File: config.mk
export PLATFORM = sky130hd
export DESIGN_NAME = param_circular_fifo
export DESIGN_NICKNAME = d
export VERILOG_FILES = /design/src/rtl/fifo_pkg.sv /design/src/rtl/fifo_dpram.sv /design/src/rtl/param_circular_fifo.sv
export SDC_FILE = /design/constraint.sdc
export NUM_CORES = 1
export LEC_CHECK = 0
export CORE_MARGIN = 5
export CORE_UTILIZATION = 50
export DETAILED_ROUTE_END_ITERATION = 6
export GPL_ROUTABILITY_DRIVEN = 0
export PLACE_DENSITY = 0.69
export REMOVE_ABC_BUFFERS = 1
export SYNTH_ARGS = -nofsm -noshare
export SYNTH_HDL_FRONTEND = slang
export SYNTH_SLANG_ARGS = --single-unit
File: constraint.sdc
create_clock -name Clk -period 5.8 [get_ports Clk]
set_clock_uncertainty 0.15 [all_clocks]
set_input_delay 1.16 -clock Clk [delete_from_list [all_inputs] [get_ports Clk]]
set_output_delay 1.16 -clock Clk [all_outputs]
set_load 0.005 [all_outputs]
File: src/rtl/fifo_pkg.sv
// fifo_pkg
//   Shared helpers for the FIFO family: width derivation for pointers and
//   occupancy counters, and a parameter legality check used by every variant.
package fifo_pkg;

    // Pointer width for a DEPTH-entry buffer.
    function automatic int unsigned fifo_addr_w(input int unsigned depth);
        return $clog2(depth);
    endfunction

    // Occupancy counter width: one extra bit so DEPTH itself is representable.
    function automatic int unsigned fifo_cnt_w(input int unsigned depth);
        return $clog2(depth) + 1;
    endfunction

    // DEPTH must be a power of two >= 2 so pointers wrap by natural overflow.
    function automatic bit fifo_params_ok(input int unsigned width,
                                          input int unsigned depth,
                                          input int unsigned af_level,
                                          input int unsigned ae_level);
        bit ok;
        ok = 1'b1;
        if (width < 1)                          ok = 1'b0;
        if (depth < 2)                          ok = 1'b0;
        if ((depth & (depth - 1)) != 0)         ok = 1'b0;
        if (af_level < 1 || af_level > depth)   ok = 1'b0;
        if (ae_level > depth - 1)               ok = 1'b0;
        return ok;
    endfunction

endpackage : fifo_pkg

File: src/rtl/fifo_dpram.sv
// fifo_dpram
//   WIDTH x DEPTH storage, one synchronous write port and one synchronous
//   read port. No reset on contents or read register.
//   clk                 : clock, rising edge
//   wr_en/wr_addr/wr_data : write port
//   rd_en/rd_addr       : read request; rd_data updates on the next edge
//   rd_data             : registered read data, holds while rd_en is low
module fifo_dpram #(
    parameter int unsigned WIDTH  = 32,
    parameter int unsigned DEPTH  = 8,
    parameter int unsigned ADDR_W = 3
) (
    input  logic              clk,
    input  logic              wr_en,
    input  logic [ADDR_W-1:0] wr_addr,
    input  logic [WIDTH-1:0]  wr_data,
    input  logic              rd_en,
    input  logic [ADDR_W-1:0] rd_addr,
    output logic [WIDTH-1:0]  rd_data
);

    logic [WIDTH-1:0] mem [DEPTH];
    logic [WIDTH-1:0] rd_data_q;

    // Same-address read and write in one cycle returns the old word.
    always_ff @(posedge clk) begin
        if (wr_en) mem[wr_addr] <= wr_data;
        if (rd_en) rd_data_q <= mem[rd_addr];
    end

    assign rd_data = rd_data_q;

endmodule : fifo_dpram

File: src/rtl/param_circular_fifo.sv
// param_circular_fifo
//   Single-clock circular FIFO with generic width/depth, simultaneous read and
//   write, explicit occupancy counter, threshold flags, sticky error flags and
//   synchronous flush.
//   Clk, Rst_n          : clock (rising edge), async active-low reset
//   EN                  : global enable; low freezes all state, VALID low
//   Flush               : synchronous clear (pointers, Count, OVF/UDF, VALID)
//   WR, dataIn          : write request and data
//   RD                  : read request
//   dataOut, VALID      : registered read data, one-cycle pulse per read
//   Count               : occupancy 0..DEPTH
//   EMPTY/FULL/ALMOST_* : flags decoded from Count
//   OVF/UDF             : sticky overflow / underflow
module param_circular_fifo
    import fifo_pkg::*;
#(
    parameter int unsigned WIDTH    = 32,
    parameter int unsigned DEPTH    = 8,
    parameter int unsigned AF_LEVEL = 6,
    parameter int unsigned AE_LEVEL = 2
) (
    input  logic                            Clk,
    input  logic                            Rst_n,
    input  logic                            EN,
    input  logic                            Flush,
    input  logic                            WR,
    input  logic [WIDTH-1:0]                dataIn,
    input  logic                            RD,
    output logic [WIDTH-1:0]                dataOut,
    output logic                            VALID,
    output logic [$clog2(DEPTH):0]          Count,
    output logic                            EMPTY,
    output logic                            FULL,
    output logic                            ALMOST_EMPTY,
    output logic                            ALMOST_FULL,
    output logic                            OVF,
    output logic                            UDF
);

    localparam int unsigned ADDR_W = fifo_addr_w(DEPTH);
    localparam int unsigned CNT_W  = fifo_cnt_w(DEPTH);

    generate
        if (!fifo_params_ok(WIDTH, DEPTH, AF_LEVEL, AE_LEVEL)) begin : g_bad_params
            $error("param_circular_fifo: illegal WIDTH/DEPTH/AF_LEVEL/AE_LEVEL");
        end
    endgenerate

    logic [ADDR_W-1:0] rd_ptr_q, rd_ptr_d;
    logic [ADDR_W-1:0] wr_ptr_q, wr_ptr_d;
    logic [CNT_W-1:0]  count_q,  count_d;
    logic              valid_q,  valid_d;
    logic              ovf_q,    ovf_d;
    logic              udf_q,    udf_d;
    logic              loaded_q, loaded_d;

    logic              empty, full;
    logic              rd_ok, wr_ok;
    logic              ram_we, ram_re;
    logic [WIDTH-1:0]  ram_rd_data;

    assign empty = (count_q == '0);
    assign full  = (count_q == CNT_W'(DEPTH));

    // A write into a full FIFO is legal only when a read frees a slot.
    assign rd_ok = RD & ~empty;
    assign wr_ok = WR & (~full | rd_ok);

    always_comb begin
        rd_ptr_d = rd_ptr_q;
        wr_ptr_d = wr_ptr_q;
        count_d  = count_q;
        ovf_d    = ovf_q;
        udf_d    = udf_q;
        loaded_d = loaded_q;
        valid_d  = 1'b0;
        ram_we   = 1'b0;
        ram_re   = 1'b0;

        if (EN) begin
            if (Flush) begin
                rd_ptr_d = '0;
                wr_ptr_d = '0;
                count_d  = '0;
                ovf_d    = 1'b0;
                udf_d    = 1'b0;
            end else begin
                if (rd_ok) begin
                    ram_re   = 1'b1;
                    rd_ptr_d = rd_ptr_q + ADDR_W'(1);
                    valid_d  = 1'b1;
                    loaded_d = 1'b1;
                end
                if (wr_ok) begin
                    ram_we   = 1'b1;
                    wr_ptr_d = wr_ptr_q + ADDR_W'(1);
                end
                if (wr_ok && !rd_ok) count_d = count_q + CNT_W'(1);
                if (rd_ok && !wr_ok) count_d = count_q - CNT_W'(1);
                if (WR && !wr_ok)    ovf_d   = 1'b1;
                if (RD && !rd_ok)    udf_d   = 1'b1;
            end
        end
    end

    always_ff @(posedge Clk or negedge Rst_n) begin
        if (!Rst_n) begin
            rd_ptr_q <= '0;
            wr_ptr_q <= '0;
            count_q  <= '0;
            valid_q  <= 1'b0;
            ovf_q    <= 1'b0;
            udf_q    <= 1'b0;
            loaded_q <= 1'b0;
        end else begin
            rd_ptr_q <= rd_ptr_d;
            wr_ptr_q <= wr_ptr_d;
            count_q  <= count_d;
            valid_q  <= valid_d;
            ovf_q    <= ovf_d;
            udf_q    <= udf_d;
            loaded_q <= loaded_d;
        end
    end

    fifo_dpram #(
        .WIDTH  (WIDTH),
        .DEPTH  (DEPTH),
        .ADDR_W (ADDR_W)
    ) u_ram (
        .clk     (Clk),
        .wr_en   (ram_we),
        .wr_addr (wr_ptr_q),
        .wr_data (dataIn),
        .rd_en   (ram_re),
        .rd_addr (rd_ptr_q),
        .rd_data (ram_rd_data)
    );

    // The RAM read register has no reset; dataOut reads as zero from reset
    // until the first accepted read loads it, and holds afterwards because
    // the RAM only updates its read register on an accepted read.
    assign dataOut      = loaded_q ? ram_rd_data : '0;
    assign VALID        = valid_q;
    assign Count        = count_q;
    assign EMPTY        = empty;
    assign FULL         = full;
    assign ALMOST_EMPTY = (count_q <= CNT_W'(AE_LEVEL));
    assign ALMOST_FULL  = (count_q >= CNT_W'(AF_LEVEL));
    assign OVF          = ovf_q;
    assign UDF          = udf_q;

endmodule : param_circular_fifo

==> run metrics, run 1 <==
number of cells on the worst reg-to-reg path=4; Final Max Tran Viols=0; Seq/Total Area, Yosys=0.7708; layout cells sized above 1=0.2581; # Post-CTS Setup Buffers=0; crit path max-delay cell type=nor2_4; Longest Clk Path Bufs=3; clock sink count=302; pwr dens=406.4 mW/mm²; row cnt=56; wire length on met1=9353 µm; syn_area_per_cell=21.74 µm²; critical path data required time=5.80 ns; clock latency on the worst-skew pair=0.54 ns; R2R Setup Slk=2.78 ns; CP bufs+invs=2; Crit path arrival time=3.81 ns; hpwl dp=11690 µm; P&R area growth vs syn=18.57%; PortBufs=80; top_reg_cell synth=edfxtp_1; worst-path fanout max=32; Cell Chain, Critical Path=clkdlybuf4s50_1 -> inv_1 -> nor2_1 -> o2111ai_1 -> nor2_4; Min-Delay Path Class=flip-flop to flip-flop; total die area=0.02651 mm²; synthesized flop and latch total=302; hold buffers post-CTS=0; Setup WS pre-CTS=1.447 ns; Peak Freq=0.2623 GHz; cell leakage power=4.339 nW; WHS Path Cells=2; Initial Util=0.5019; final hold viol count=0; Post-CTS Resized=0; critical path launch point=EN; RSZ-0062 raised after global routing=false; Worst Setup End Kind=flip-flop; Final Cycle Share=0.6574; Syn Inst Count=537; metal2 WL=10390 µm; post-DR wirelength/cell=21.69 µm; DRT Wirelength=21040 µm; worst stage delay on the critical path=1.06 ns; initial antenna violation count=0; Post-Route Utilization=0.5951; first-pass GRT wire length=33280 µm; I/O pin cnt=81; Post-synth EDFFs=288; drt first pass iters=5; outcome=complete, no violations; total power=5.626 mW; Die W=162.8 µm; Via Count=5436; CTS tree=built; initial DRC count=395; die height=162.8 µm; setup violators final=0; setup ws final=1.987 ns; end of the worst register-to-register path=u_ram.mem[2][18]$_DFFE_PP_; H-tree Lvls=1; Peak VDD IR=0.2537 mV; Tmin final=3.813 ns; setup total negative slack=0 ns; Routed met3 length=1055 µm; max-cap violation count=0; Worst-Margin Slew=1.198 ns; Top Metal Used=met4; Post-Syn Area=0.01167 mm²; vias in the first global route=5792; core area=0.02326 mm²; # DRC=0; CP delay by family, top=simple AND/OR/NAND/NOR gates; DRT antenna net count=0; Reg2Reg Launch Point=Count[0]$_DFFE_PN0P_; Slew headroom=0.1994; nets=671; cts bufs inserted=30; root buffer cell=clkbuf_16; hold path startpoint=UDF$_DFFE_PN0P_; WHS Endpoint=UDF$_DFFE_PN0P_; count of different cell masters after synthesis=43; Via density=5.604; Crit Path Class=primary input to flip-flop; kind of start point of the critical path=primary input; ys async rst share=0.04636; total grt overflow=0; Inserted Diodes=0; Global Route Usage Sum=0.1616; clock-pin transition on the worst setup and hold timing paths=0.07 ns; pin count of the biggest net entering global routing=67; YS warnings=0
-- area by class of cell --
| cell class | instances | area (µm²) |
|---|---|---|
| multi-input cells | 203 | 2599 |
| clock buffers | 35 | 790.8 |
| well taps | 319 | 399.1 |
| flip-flops and latches | 302 | 9005 |
| inverters | 5 | 18.77 |
| repair buffers | 86 | 845.8 |
| clock inverters | 20 | 185.2 |
| fillers | 1720 | 9419 |
-- flip-flops by register name, summed over array words and instances, names as in the netlist --
name           count
Count              4
OVF                1
UDF                1
VALID              1
loaded_q           1
rd_ptr_q           3
u_ram.mem        256
u_ram.rd_data     32
wr_ptr_q           3
-- kinds of logic after synthesis --
group           share of synthesized area
mux                                0.1587
flops                              0.7708
buf+inv                           0.01200
simple gates                      0.03044
xor+xnor                         0.001501
fa+ha+maj                        0.006002
compound gates                    0.02058
-- where the power goes --
group | switching [mW] | internal (mW) | leakage, nW
sequential | 0.171 | 2.53 | 2.77
combinational | 0.406 | 0.629 | 1.09
clock | 0.784 | 1.11 | 0.475
total | 1.36 | 4.26 | 4.34
-- through the flow --
stage               hold WS (ns)  std cells  instance area (µm²)
floorplan                 0.3644        510                11550
global route              0.4286        970                13840
global placement          0.3909        915                12870
finish                    0.3794        970                13840
CTS                       0.3836        970                13840
detailed placement        0.3701        915                12870
-- cell usage in the layout, fill, tap and decap left out, drive strengths merged, types with 2 or more instances in the layout --
master,instances
or3,2
nand2b,3
edfxtp,288
clkbuf,35
a31oi,2
o2bb2ai,3
o211ai,2
nand3,2
clkinv,14
mux2,33
mux4,64
nor3,4
buf,6
inv,5
clkdlybuf4s50,80
nor2,14
nand2,3
bufinv,3
dfrtp,14
a21oi,3
a211oi,3
xnor2,2
o21ai,6
ha,4
o41a,2
mux2i,4
and2,33
clkinvlp,3
-- cells in the mapped netlist (2+ instances only) --
| cell | instances | area, µm² |
|---|---|---|
| ha_1 | 4 | 50.05 |
| mux2_2 | 33 | 371.6 |
| inv_1 | 5 | 18.77 |
| dfrtp_1 | 14 | 350.3 |
| mux2i_1 | 4 | 40.04 |
| o211ai_1 | 2 | 15.01 |
| nand3_1 | 2 | 10.01 |
| nand2_1 | 3 | 11.26 |
| o2bb2ai_1 | 3 | 26.28 |
| o21ai_0 | 5 | 25.02 |
| buf_2 | 10 | 50.05 |
| edfxtp_1 | 288 | 8648 |
| nor3_1 | 4 | 20.02 |
| a211oi_1 | 3 | 22.52 |
| buf_1 | 2 | 7.510 |
| and2_1 | 33 | 206.5 |
| nor2_1 | 14 | 52.55 |
| clkbuf_1 | 14 | 52.55 |
| a21oi_1 | 3 | 15.01 |
| mux4_2 | 64 | 1441 |
| a31oi_1 | 2 | 12.51 |
| xnor2_1 | 2 | 17.52 |
| nand2b_1 | 3 | 18.77 |
-- worst max-delay path by stage --
| stage | cells past startpoint | end | slack, ns |
|---|---|---|---|
| 2_1_floorplan | 4 | u_ram.mem[0][0]$_DFFE_PP_ | 1.17 |
| 3_3_place_gp | 5 | u_ram.mem[3][23]$_DFFE_PP_ | 1.57 |
| 3_5_place_dp | 5 | u_ram.mem[3][23]$_DFFE_PP_ | 1.45 |
| 4_1_cts | 2 | dataOut[16] | 2.00 |
| 5_1_grt | 5 | u_ram.mem[3][23]$_DFFE_PP_ | 1.82 |
| 6_report | 5 | u_ram.mem[3][23]$_DFFE_PP_ | 1.99 |
-- routing by layer --
| metal | GRT usage | up-vias |
|---|---|---|
| li1 | - | 2395 |
| met1 | 0.2280 | 2863 |
| met2 | 0.2704 | 153 |
| met3 | 0.02860 | 25 |
| met4 | 0.03202 | 0 |
| met5 | 0 | - |
-- worst min-delay path, stage by stage, from the launching register on --
cell	delay, ns
dfrtp_1	0.34
a31oi_1	0.04
a21oi_1	0.10
Power figures use the tool's default switching activity.
==> inputs of run 2 (changes only) <==
==> constraint.sdc (replaced) <==
create_clock -name Clk -period 3.9 [get_ports Clk]
set_clock_uncertainty 0.15 [all_clocks]
set_input_delay 0.78 -clock Clk [delete_from_list [all_inputs] [get_ports Clk]]
set_output_delay 0.78 -clock Clk [all_outputs]
set_load 0.005 [all_outputs]
==> run metrics, run 2 (same netlist as run 1, synthesis figures left out) <==
met1 Resource Use GR=0.2428 (+0.01475); DRT Wirelength=21930 µm (+4.2%); pin count of the biggest net entering global routing=42 (-37%); I/O pin cnt=81 (unchanged); Tmin final=3.355 ns; Post-CTS Resized=0 (unchanged); final hold viol count=0 (unchanged); first-pass GRT wire length=34930 µm (+5.0%); critical path data required time=2.97 ns (-2.83 ns); DRT antenna net count=0 (unchanged); Post-Route Utilization=0.6019 (+0.006831); max-cap violation count=0 (unchanged); Crit path arrival time=2.42 ns (-1.39 ns); Final Cycle Share=0.8602; M3 GR Usage=0.02987 (+0.001266); Inserted Diodes=0 (unchanged); pwr dens=598.7 mW/mm² (+47%); hold buffers post-CTS=0 (unchanged); largest register by flop count=u_ram.mem; worst-path fanout max=33 (+3.1%); Slew headroom=0.2415 (+0.04211); drt first pass iters=4 (-1); Die W=162.8 µm (unchanged); # DRC=0 (unchanged); commonest cells after routing, fill and taps aside=edfxtp_1 (288), clkdlybuf4s50_1 (80), mux4_2 (64), mux2_2 (33), and2_1 (33); row cnt=56 (unchanged); P&R area growth vs syn=19.93%; Peak Freq=0.2981 GHz; kind of start point of the critical path=flip-flop; clock-pin transition on the worst setup and hold timing paths=0.06 ns (about the same); setup violators final=0 (unchanged); Hold WS=0.3922 ns (+0.01280 ns); GRT met2 Usage=0.2838 (+0.01340); Final Max Tran Viols=0 (unchanged); hpwl dp=12950 µm (+11%); PortBufs=80 (unchanged); gr busiest metal=met2; vias in the first global route=5951 (+2.7%); Worst-Margin Slew=1.138 ns (-0.06032 ns); total grt overflow=0 (unchanged); layout cells sized above 1=0.2647 (+0.006597); Longest Clk Path Bufs=3 (unchanged); Via Count=5465 (+0.53%); cts bufs inserted=30 (unchanged); outcome=complete, no violations; number of flip-flops in the largest register=256 (unchanged); clock latency on the worst-skew pair=0.55 ns (about the same); core area=0.02326 mm² (unchanged); clock sink count=302 (unchanged); cell leakage power=4.428 nW (+2.0%); Global Route Usage Sum=0.1708 (+0.009190); total die area=0.02651 mm² (unchanged); RSZ-0062 raised after global routing=false; Min-Delay Path Class=flip-flop to flip-flop; R2R Setup Slk=0.99 ns (-1.79 ns); commonest non-fill, non-tap cell in the layout=edfxtp_1; Via density=5.554 (-0.90%); H-tree Lvls=1 (unchanged); Initial Util=0.5019 (unchanged); post-DR wirelength/cell=22.29 µm (+2.7%); Peak VDD IR=0.3957 mV (+56%); initial DRC count=363 (-8.1%); root buffer cell=clkbuf_16; nets=684 (+1.9%); Worst Setup End Kind=primary output; # Post-CTS Setup Buffers=0 (unchanged); initial antenna violation count=0 (unchanged); die height=162.8 µm (unchanged); CTS tree=built; Crit Path Class=flip-flop to primary output
## run 2: worst paths after layout
kind | start | endpoint | cells after the start
max in group asynchronous | Rst_n | rd_ptr_q[0]$_DFFE_PN0P_ | 1
max | loaded_q$_DFFE_PN0P_ | dataOut[4] | 2
min | UDF$_DFFE_PN0P_ | UDF$_DFFE_PN0P_ | 2
max reg2reg | Count[0]$_DFFE_PN0P_ | Count[3]$_DFFE_PN0P_ | 7
min reg2reg | UDF$_DFFE_PN0P_ | UDF$_DFFE_PN0P_ | 2
min in group asynchronous | Rst_n | UDF$_DFFE_PN0P_ | 1
## run 2: layer usage
| metal | part of all wire | vias up |
|---|---|---|
| met4 | 0.016 | 0 |
| li1 | - | 2427 |
| met2 | 0.49 | 132 |
| met3 | 0.050 | 35 |
| met1 | 0.44 | 2871 |
| met5 | 0 | - |
## run 2: layout make-up
| cell class | count | area (µm²) |
|---|---|---|
| Multi-Input combinational cell | 203 | 2599 |
| Timing Repair Buffer | 99 | 1018 |
| Tap cell | 319 | 399.1 |
| Sequential cell | 302 | 9005 |
| Inverter | 5 | 18.77 |
| Fill cell | 1687 | 9260 |
| Clock inverter | 19 | 163.9 |
| Clock buffer | 37 | 798.3 |
## run 2: critical path, cell delays in order, from the launching register on
cell,delay (ns)
dfrtp_1,1.09
and2_1,0.26
clkdlybuf4s50_1,0.52
## run 2: per-stage QoR
| stage | power, mW | instance area [µm²] | std cells | setup WS (ns) | TNS [ns] |
|---|---|---|---|---|---|
| floorplan | 5.062 | 11550 | 510 | -0.3508 | -17.60 |
| global placement | 5.660 | 13040 | 928 | 0.4660 | 0 |
| detailed placement | 5.705 | 13040 | 928 | 0.3721 | 0 |
| CTS | 8.503 | 14000 | 984 | 0.3917 | 0 |
| global route | 8.797 | 14000 | 984 | 0.3214 | 0 |
| finish | 8.384 | 14000 | 984 | 0.5452 | 0 |
## run 2: power breakdown
group | total, mW | internal (mW) | switching (mW)
registers | 3.98 | 3.76 | 0.225
logic | 1.62 | 0.965 | 0.654
clock network | 2.78 | 1.64 | 1.14
==> inputs of run 3 (changes only) <==
--- a/config.mk
+++ b/config.mk
@@ -5,6 +5,7 @@
 export SDC_FILE = /design/constraint.sdc
 export NUM_CORES = 1
 export LEC_CHECK = 0
+export CAP_MARGIN = 10
 export CORE_MARGIN = 5
 export CORE_UTILIZATION = 50
 export DETAILED_ROUTE_END_ITERATION = 6
==> run metrics, run 3 (same netlist as run 1, synthesis figures left out) <==
clock-pin transition on the worst setup and hold timing paths=0.06 ns (about the same); cts bufs inserted=30 (unchanged); first-pass GRT wire length=34930 µm (unchanged); I/O pin cnt=81 (unchanged); met1 Resource Use GR=0.2428 (unchanged); Die W=162.8 µm (unchanged); Slew headroom=0.3660 (+0.1245); Reg2Reg Launch Point=Count[0]$_DFFE_PN0P_; PortBufs=80 (unchanged); clock latency on the worst-skew pair=0.54 ns (about the same); number of cells on the worst reg-to-reg path=7 (unchanged); # DRC=0 (unchanged); drt first pass iters=4 (unchanged); CTS tree=built; Final Max Tran Viols=0 (unchanged); largest register by flop count=u_ram.mem; GRT met2 Usage=0.2838 (unchanged); pin count of the biggest net entering global routing=42 (unchanged); total grt overflow=0 (unchanged); Peak Freq=0.3068 GHz (+2.9%); worst-path fanout max=11 (-67%); gr busiest metal=met2; Post-CTS Resized=0 (unchanged); total die area=0.02651 mm² (unchanged); Hold WS=0.3941 ns (+0.001855 ns); Worst-Margin Slew=0.9501 ns (-0.1877 ns); pwr dens=598.7 mW/mm² (about the same); post-DR wirelength/cell=22.28 µm (about the same); hpwl dp=12950 µm (unchanged); number of flip-flops in the largest register=256 (unchanged); WHS Endpoint=UDF$_DFFE_PN0P_; Global Route Usage Sum=0.1708 (unchanged); design area=0.01402 mm² (+0.11%); max-cap violation count=0 (unchanged); die height=162.8 µm (unchanged); Initial Util=0.5019 (unchanged); WHS Path Cells=2 (unchanged); vias in the first global route=5951 (unchanged); DRT Wirelength=21950 µm (about the same); Via density=5.539 (-0.27%); # Post-CTS Setup Buffers=0 (unchanged); Min-Delay Path Class=flip-flop to flip-flop; hold buffers post-CTS=0 (unchanged); hold path startpoint=UDF$_DFFE_PN0P_; Longest Clk Path Bufs=3 (unchanged); DP Area=0.01304 mm² (unchanged); core area=0.02326 mm² (unchanged); Inserted Diodes=0 (unchanged); row cnt=56 (unchanged); critical path launch point=Count[0]$_DFFE_PN0P_; clock sink count=302 (unchanged); RSZ-0062 raised after global routing=false; initial antenna violation count=0 (unchanged); outcome=complete, no violations; Via Count=5456 (-0.16%); M3 GR Usage=0.02987 (unchanged); commonest non-fill, non-tap cell in the layout=edfxtp_1; layout cells sized above 1=0.2658 (+0.001104); total power=8.393 mW (+0.11%); setup total negative slack=0 ns (unchanged); Tmin final=3.259 ns (-0.09580 ns); kind of start point of the critical path=flip-flop; final hold viol count=0 (unchanged); commonest cells after routing, fill and taps aside=edfxtp_1 (288), clkdlybuf4s50_1 (80), mux4_2 (64), mux2_2 (33), and2_1 (33); P&R area growth vs syn=20.06%; Worst Setup End Kind=primary output; DRT antenna net count=0 (unchanged); R2R Setup Slk=0.96 ns (-0.03 ns); fillers=1686 (-0.059%); nets=685 (+0.15%); end of the worst register-to-register path=Count[3]$_DFFE_PN0P_; root buffer cell=clkbuf_16; H-tree Lvls=1 (unchanged); Peak VDD IR=0.3953 mV (-0.12%); Crit Path Class=flip-flop to primary output; setup violators final=0 (unchanged); Final Cycle Share=0.8356 (-0.02456); Crit path arrival time=2.33 ns (-0.09 ns); initial DRC count=395 (+8.8%); critical path data required time=2.97 ns (about the same); cell leakage power=4.435 nW (+0.17%)
run 3: cell types whose count changed in the layout (fill, tap and decap cells not counted):
cell / delta
buf_8: +1
run 3: per-layer routing:
metal / vias to the layer above / part of all wire
li1: 2428 / -
met2: 122 / 0.50
met5: - / 0
met1: 2876 / 0.44
met4: 0 / 0.013
met3: 30 / 0.047
run 3: cell type report:
cell class / instances / area, µm² / area share
Clock buffer: 37 / 798.3 / 0.05695
Clock inverter: 19 / 163.9 / 0.01169
Inverter: 5 / 18.77 / 0.001339
Multi-Input combinational cell: 203 / 2599 / 0.1854
Sequential cell: 302 / 9005 / 0.6424
Tap cell: 319 / 399.1 / 0.02847
Timing Repair Buffer: 100 / 1033 / 0.07373
run 3: per-stage QoR:
step | util | setup WS (ns) | std cells
6_report | 0.6026 | 0.6410 | 985
3_5_place_dp | 0.5606 | 0.3721 | 928
3_3_place_gp | 0.5606 | 0.4660 | 928
4_1_cts | 0.6019 | 0.3917 | 984
5_1_grt | 0.6026 | 0.5354 | 985
2_1_floorplan | - | -0.3508 | 510
run 3: worst max path at each step:
stage	end	cells past startpoint
after floorplan	u_ram.mem[0][0]$_DFFE_PP_	4
after global placement	u_ram.mem[1][31]$_DFFE_PP_	6
after detailed placement	u_ram.mem[1][16]$_DFFE_PP_	6
after CTS	dataOut[4]	2
after global routing	EMPTY	3
final	EMPTY	3
run 3: worst max-delay path: stages (launching register included):
cell and delay (ns):
dfrtp_1 0.52, or3_2 0.59, nor2_1 0.16, clkdlybuf4s50_1 0.52
run 3: power by group:
group	switching [mW]	leakage [nW]	internal, mW
clock network	1.14	0.476	1.64
registers	0.214	2.77	3.76
logic	0.669	1.18	0.971
